### config.mk
export PLATFORM = sky130hd
export DESIGN_NAME = alu_share_arbiter_flat
export DESIGN_NICKNAME = d
export VERILOG_FILES = /design/src/rtl/alu_share_arbiter_if.sv /design/src/rtl/alu_share_arbiter.sv /design/src/flat_wrapper.sv
export SDC_FILE = /design/constraint.sdc
export NUM_CORES = 1
export LEC_CHECK = 0
export BUFFER_PORTS_ARGS = -buffer_cell sky130_fd_sc_hd__buf_2
export CAP_MARGIN = 20
export CORE_AREA = 3 3 106 108
export DETAILED_ROUTE_END_ITERATION = 10
export DIE_AREA = 0 0 109 111
export HOLD_SLACK_MARGIN = 0.05
export PLACE_DENSITY = 0.65
export SYNTH_ARGS = -nofsm -noshare
export SYNTH_HDL_FRONTEND = slang
export SYNTH_SLANG_ARGS = --single-unit
### constraint.sdc
create_clock -name clk -period 1.1 [get_ports clk]
set_input_delay 0.055 -clock clk [delete_from_list [all_inputs] [get_ports clk]]
set_output_delay 0.055 -clock clk [all_outputs]
set_load 0.03 [all_outputs]
### src/rtl/alu_share_arbiter_if.sv
// rtl/alu_share_arbiter_if.sv - request, shared-ALU and response signal bundle for alu_share_arbiter
interface alu_share_arbiter_if #(
    parameter int NREQ = 2,
    parameter int IDW  = 2
);
    logic [NREQ-1:0]    req_valid;
    logic [NREQ-1:0]    req_ready;
    logic [32*NREQ-1:0] req_a;
    logic [32*NREQ-1:0] req_b;
    logic [4*NREQ-1:0]  req_op;
    logic [31:0]        alu_a;
    logic [31:0]        alu_b;
    logic [3:0]         alu_op;
    logic [31:0]        alu_out;
    logic               resp_valid;
    logic               resp_ready;
    logic [IDW-1:0]     resp_id;
    logic [31:0]        resp_data;

    modport slave (
        input  req_valid, req_a, req_b, req_op, alu_out, resp_ready,
        output req_ready, alu_a, alu_b, alu_op, resp_valid, resp_id, resp_data
    );

    modport master (
        output req_valid, req_a, req_b, req_op, alu_out, resp_ready,
        input  req_ready, alu_a, alu_b, alu_op, resp_valid, resp_id, resp_data
    );
endinterface

### src/rtl/alu_share_arbiter.sv
// rtl/alu_share_arbiter.sv - round-robin arbiter sharing one combinational ALU with a registered response
module alu_share_arbiter #(
    parameter int NREQ = 2,
    parameter int IDW  = 2
) (
    input  logic               clk,
    input  logic               rst_n,
    alu_share_arbiter_if.slave bus
);
    logic [IDW-1:0]  rr_ptr_q,     rr_ptr_d;
    logic            resp_valid_q, resp_valid_d;
    logic [IDW-1:0]  resp_id_q,    resp_id_d;
    logic [31:0]     resp_data_q,  resp_data_d;

    logic [NREQ-1:0] grant_oh;
    logic [IDW-1:0]  grant_idx;
    logic            any_req;
    logic            can_issue;
    logic            accept;

    // (base + step) mod NREQ; base is always below NREQ so one subtraction suffices
    function automatic logic [IDW-1:0] wrap_idx(input logic [IDW-1:0] base, input int step);
        int sum;
        sum = int'(base) + step;
        if (sum >= NREQ) begin
            sum = sum - NREQ;
        end
        return sum[IDW-1:0];
    endfunction

    // Round-robin scan starting at rr_ptr: first valid requester wins
    always_comb begin
        any_req   = 1'b0;
        grant_idx = '0;
        for (int k = 0; k < NREQ; k++) begin
            for (int i = 0; i < NREQ; i++) begin
                if (!any_req && (wrap_idx(rr_ptr_q, k) == IDW'(i)) && bus.req_valid[i]) begin
                    any_req   = 1'b1;
                    grant_idx = IDW'(i);
                end
            end
        end
        for (int i = 0; i < NREQ; i++) begin
            grant_oh[i] = any_req && (grant_idx == IDW'(i));
        end
    end

    // Steer the granted requester onto the shared ALU; zeros when nobody asks
    always_comb begin
        bus.alu_a  = '0;
        bus.alu_b  = '0;
        bus.alu_op = '0;
        for (int i = 0; i < NREQ; i++) begin
            if (grant_oh[i]) begin
                bus.alu_a  = bus.req_a[32*i +: 32];
                bus.alu_b  = bus.req_b[32*i +: 32];
                bus.alu_op = bus.req_op[4*i +: 4];
            end
        end
    end

    // Handshake: accept only when the response slot is empty or draining this cycle
    always_comb begin
        can_issue     = !resp_valid_q || bus.resp_ready;
        bus.req_ready = grant_oh & {NREQ{can_issue}};
        accept        = any_req && can_issue;
    end

    // Response slot and pointer next state: load on accept, clear on drain, else hold
    always_comb begin
        rr_ptr_d     = rr_ptr_q;
        resp_valid_d = resp_valid_q;
        resp_id_d    = resp_id_q;
        resp_data_d  = resp_data_q;
        if (accept) begin
            resp_valid_d = 1'b1;
            resp_id_d    = grant_idx;
            resp_data_d  = bus.alu_out;
            rr_ptr_d     = wrap_idx(grant_idx, 1);
        end else if (resp_valid_q && bus.resp_ready) begin
            resp_valid_d = 1'b0;
        end
    end

    // State registers; reset discards any in-flight result
    always_ff @(posedge clk) begin
        if (!rst_n) begin
            rr_ptr_q     <= '0;
            resp_valid_q <= 1'b0;
            resp_id_q    <= '0;
            resp_data_q  <= '0;
        end else begin
            rr_ptr_q     <= rr_ptr_d;
            resp_valid_q <= resp_valid_d;
            resp_id_q    <= resp_id_d;
            resp_data_q  <= resp_data_d;
        end
    end

    assign bus.resp_valid = resp_valid_q;
    assign bus.resp_id    = resp_id_q;
    assign bus.resp_data  = resp_data_q;
endmodule

### src/flat_wrapper.sv
// flat-port wrapper written by rule: the top's interface ports become plain ports
module alu_share_arbiter_flat 
#(
    parameter int NREQ = 2,
    parameter int IDW  = 2
)
  (clk, rst_n, bus_req_valid, bus_req_a, bus_req_b, bus_req_op, bus_alu_out, bus_resp_ready, bus_req_ready, bus_alu_a, bus_alu_b, bus_alu_op, bus_resp_valid, bus_resp_id, bus_resp_data);
  alu_share_arbiter_if #(.NREQ(NREQ), .IDW(IDW)) bus_i ();
  input  logic clk;
  input  logic rst_n;
  input wire logic [$bits(bus_i.req_valid)-1:0] bus_req_valid;
  input wire logic [$bits(bus_i.req_a)-1:0] bus_req_a;
  input wire logic [$bits(bus_i.req_b)-1:0] bus_req_b;
  input wire logic [$bits(bus_i.req_op)-1:0] bus_req_op;
  input wire logic [$bits(bus_i.alu_out)-1:0] bus_alu_out;
  input wire logic [$bits(bus_i.resp_ready)-1:0] bus_resp_ready;
  output wire logic [$bits(bus_i.req_ready)-1:0] bus_req_ready;
  output wire logic [$bits(bus_i.alu_a)-1:0] bus_alu_a;
  output wire logic [$bits(bus_i.alu_b)-1:0] bus_alu_b;
  output wire logic [$bits(bus_i.alu_op)-1:0] bus_alu_op;
  output wire logic [$bits(bus_i.resp_valid)-1:0] bus_resp_valid;
  output wire logic [$bits(bus_i.resp_id)-1:0] bus_resp_id;
  output wire logic [$bits(bus_i.resp_data)-1:0] bus_resp_data;
  assign bus_i.req_valid = bus_req_valid;
  assign bus_i.req_a = bus_req_a;
  assign bus_i.req_b = bus_req_b;
  assign bus_i.req_op = bus_req_op;
  assign bus_i.alu_out = bus_alu_out;
  assign bus_i.resp_ready = bus_resp_ready;
  assign bus_req_ready = bus_i.req_ready;
  assign bus_alu_a = bus_i.alu_a;
  assign bus_alu_b = bus_i.alu_b;
  assign bus_alu_op = bus_i.alu_op;
  assign bus_resp_valid = bus_i.resp_valid;
  assign bus_resp_id = bus_i.resp_id;
  assign bus_resp_data = bus_i.resp_data;
  alu_share_arbiter #(.NREQ(NREQ), .IDW(IDW)) u_core (.clk(clk), .rst_n(rst_n), .bus(bus_i));
endmodule
==> out/summary.md <==
In this run, synthesis produced a sequential element count of 35. The tools report the number of max-cap violations as 0. After clock tree synthesis, the clock-pin slew on the worst setup and hold paths is 70 ps. The area growth from synthesis to layout was 114%; the initial cell density of the core was 0.275. The share of the clock period used by the worst path was 1.48; the via count of the first global-routing pass was 3646. After routing the design area is 6080 sq um. The detail route stage leaves a number of antenna-violating nets equal to 0.

The run gives 1040 ps as the critical path data required time. The initial DRC count is 126. TritonCTS built the clock tree. The number of endpoints with negative hold slack in the final report is 0. Among the stages of the critical path, the cell type that occurs most often is buf_12.

The startpoint identified for the worst register-to-register timing path is u_core.bus.resp_valid$_SDFFE_PN0P_. The first-pass GRT wire length was 17.7 mm. For this run, the number of Yosys warnings is 0. In this run the power density over the cells is 892 nW/um^2.

The completed layout was analyzed and its total power is 0.00542 W. After detailed routing, the average wire length per cell comes to 14.3 um. The share of cells above drive strength 1 works out to 0.563. After synthesis, the most frequently instantiated cells are nand2_1 (134), mux2i_1 (100), inv_1 (68).

Across the VDD grid, the largest voltage drop is 836 uV. The slowest stage cell on the critical path was dfxtp_2. The path with the worst hold slack has its endpoint at u_core.bus.resp_data[27]$_SDFFE_PN0P_. The tools report the root buffer selected by CTS as clkbuf_8. The die is 109 um wide. The tools report the endpoint type of the worst setup path as an output pin.

After detailed routing, the number of vias per cell comes to 4.36. The post-synth net total is 552. The mean cell area of the mapped netlist works out to 7.49 sq um. The delay of the slowest cell on the worst path came out at 330 ps. The placer congestion estimate was 0.837. The run gives 0.247 as the share of synthesized area occupied by flip-flops and latches. The run gives -70 ps as the worst reg-to-reg setup slack. The run gives 10300 sq um as the core area. For this design the static power due to leakage is 3.22 nW. The logs give 2 for the number of buffers between clock root and the deepest sink and 35 for the number of clock sinks. The tools report the number of fill cells in the layout as 867. The run finished, with violations left.

The tools report the startpoint of the worst hold path as bus_alu_out[27]. In this run the number of H-tree levels came out at 2. During placement, the flow inserted port buffers numbering 276. The worst-path maximum fanout came out at 13. The cell count of the worst reg-to-reg path was 5. STA classifies the critical path startpoint as a flop. The number of buffers inserted during clock tree synthesis was 5. The placed instances occupy a cell area of 5270 sq um. The DRC violations left came out at 0. The final setup slack of the worst path is -525 ps, and the number of flops mapped to enable cells by yosys is 0. Setup violations remaining at the end of the flow were counted as 98. The data arrival time of the worst path was 1570 ps. Static timing analysis puts the maximum clock frequency at 0.616 GHz.

The maximum clock skew at final layout is 3.81 ps, and the standard-cell row count is 37. The min-delay analysis places its worst path in the category primary input to flop. The class of the most critical setup path was flop to output pin. The share of synthesized registers carrying an async set or reset was 0; the synthesized netlist cell count was 379. After global routing the overflow that remains totals 0.

The run gives 278 as the I/O pin total. Tracing the worst setup path back leads to its startpoint at u_core.rr_ptr_q[0]$_SDFFE_PN0P_. Total wirelength of the detailed-routed design: 11.9 mm. The portion of synthesized cell area occupied by the leading cell type came out at 0.353. The tools report the number of pins with negative max-slew slack in the final report as 0. In the final design database the tool counted 868 nets.

The endpoint of the worst-slack reg-to-reg timing path was u_core.bus.resp_data[3]$_SDFFE_PN0P_. The logs give 4 for the number of search-and-repair iterations in the first detailed-routing pass and 2840 sq um for the total standard cell area after synthesis. For the overall via count from detail_route, the log shows 3635.

The HPWL after detailed placement came out at 9.32 mm. Traced cell by cell, the critical path runs through o21ai_4 -> buf_12 -> buf_12 -> mux2i_4 -> buf_4. Cell family contributing the most delay on the critical path: buffers and inverters. For the overall routing resource usage, the log shows 0.179. The most repeated cell in the gate-level netlist after synthesis was nand2_1. The die boundary height works out to 111 um. Initial antenna violation count: 3. Entering global routing, the biggest net connects 69 pins.

Shortest period the worst path allows: 1620 ps. By area the synthesized netlist is led by mux2i_1 (35%), dfxtp_1 (25%), nand2_1 (18%), inv_1 (9.0%), buf_12 (5.6%). The clock latency at the later pin of the worst-skew pair is 270 ps.

The biggest area contributor in the post-synthesis netlist is mux2i_1. Predominant post-synthesis flop cell: dfxtp_1. The checks that failed: setup timing.

The floorplan step defined a die boundary enclosing 12100 sq um. The critical path contains buffers and inverters numbering 3 combined. The run gives 22 as the count of different cell masters after synthesis.

The worst hold margin is 58.8 ps, and the number of stages on the worst hold path is 3. Setup repair after global routing could not meet its margin everywhere.
==> power by group <==
| part | internal, W | leakage [nW] | switching [W] | total (W) |
|---|---|---|---|---|
| Sequential | 0.00137 | 0.291 | 0.0000520 | 0.00142 |
| Combinational | 0.00149 | 2.88 | 0.00161 | 0.00310 |
| Clock | 0.000491 | 0.0471 | 0.000418 | 0.000908 |
| Total | 0.00334 | 3.22 | 0.00208 | 0.00542 |
==> timing repair <==
action                                  CTS  global route
hold buffers                             31             0
setup buffers                             4             3
resized for setup                        96            16
pin swaps                                 0             1
endpoints found under the hold margin    31             0
endpoints found under the setup margin   90           103
gates cloned                              1             2
==> per-layer routing <==
| layer | routed length (um) | up-vias | global-route usage | part of all wire |
|---|---|---|---|---|
| met4 | 210 | 0 | 0.0480 | 0.018 |
| met2 | 6420 | 164 | 0.352 | 0.54 |
| met1 | 4040 | 1658 | 0.175 | 0.34 |
| met3 | 1210 | 16 | 0.0547 | 0.10 |
| met5 | 0 | - | 0 | 0 |
| li1 | - | 1797 | - | - |
==> kinds of logic after synthesis <==
group                  count (synthesis)  synth area share
and+or+nand+nor                      142             0.195
AOI/OAI and AO/OA                      4            0.0141
buffers and inverters                 97             0.190
muxes                                100             0.353
DFF                                   35             0.247
other                                  1           0.00132
==> final cells by class <==
cell class              instances  area (sq um)  share of cell area
multi-input cells             247          2460               0.404
repair buffers                337          2390               0.394
flip-flops and latches         35           706               0.116
inverters                      69           259              0.0426
well taps                     136           170              0.0280
clock buffers                   6          82.6              0.0136
diodes                          3          7.51             0.00123
clock inverters                 1          5.00            0.000823
==> through the flow <==
step                      instances   util  setup slack (ps)  TNS, ps
final                           834  0.589              -525   -34820
after floorplan                 379      -              -144    -9540
after global placement          786  0.510              -279   -16080
after CTS                       828  0.579              -571   -36610
after global routing            834  0.589              -583   -40120
after detailed placement        786  0.510              -307   -17320
==> registers in the layout, indices dropped and copies added, names as in the netlist <==
register / cells
u_core.bus.resp_data: 32
u_core.bus.resp_id: 1
u_core.bus.resp_valid: 1
u_core.rr_ptr_q: 1
==> cells in the final DEF, fill, tap and decap left out, types with 2 or more instances in the layout <==
master	count
buf_6	25
buf_2	206
mux2i_4	67
buf_4	59
dfxtp_1	33
buf_8	2
nor2_2	2
diode_2	3
dlygate4sd3_1	31
nand2_1	134
buf_12	11
inv_1	68
mux2i_1	32
clkbuf_8	6
clkbuf_16	2
==> worst reg2reg max path: cells and delay by family, from the launching register on <==
kind	cells	cell delay, ps
flops	1	340
buf+inv	2	260
mux	1	210
simple gates	2	290
==> how the worst max path moves through the flow <==
stage / endpoint / cells after the start
floorplan: bus_alu_a[0] / 4
global placement: bus_alu_a[28] / 5
detailed placement: bus_alu_a[24] / 5
CTS: bus_alu_a[24] / 5
global route: bus_alu_a[4] / 5
finish: bus_alu_op[3] / 5
No activity file was read; power rests on OpenSTA's default activity.
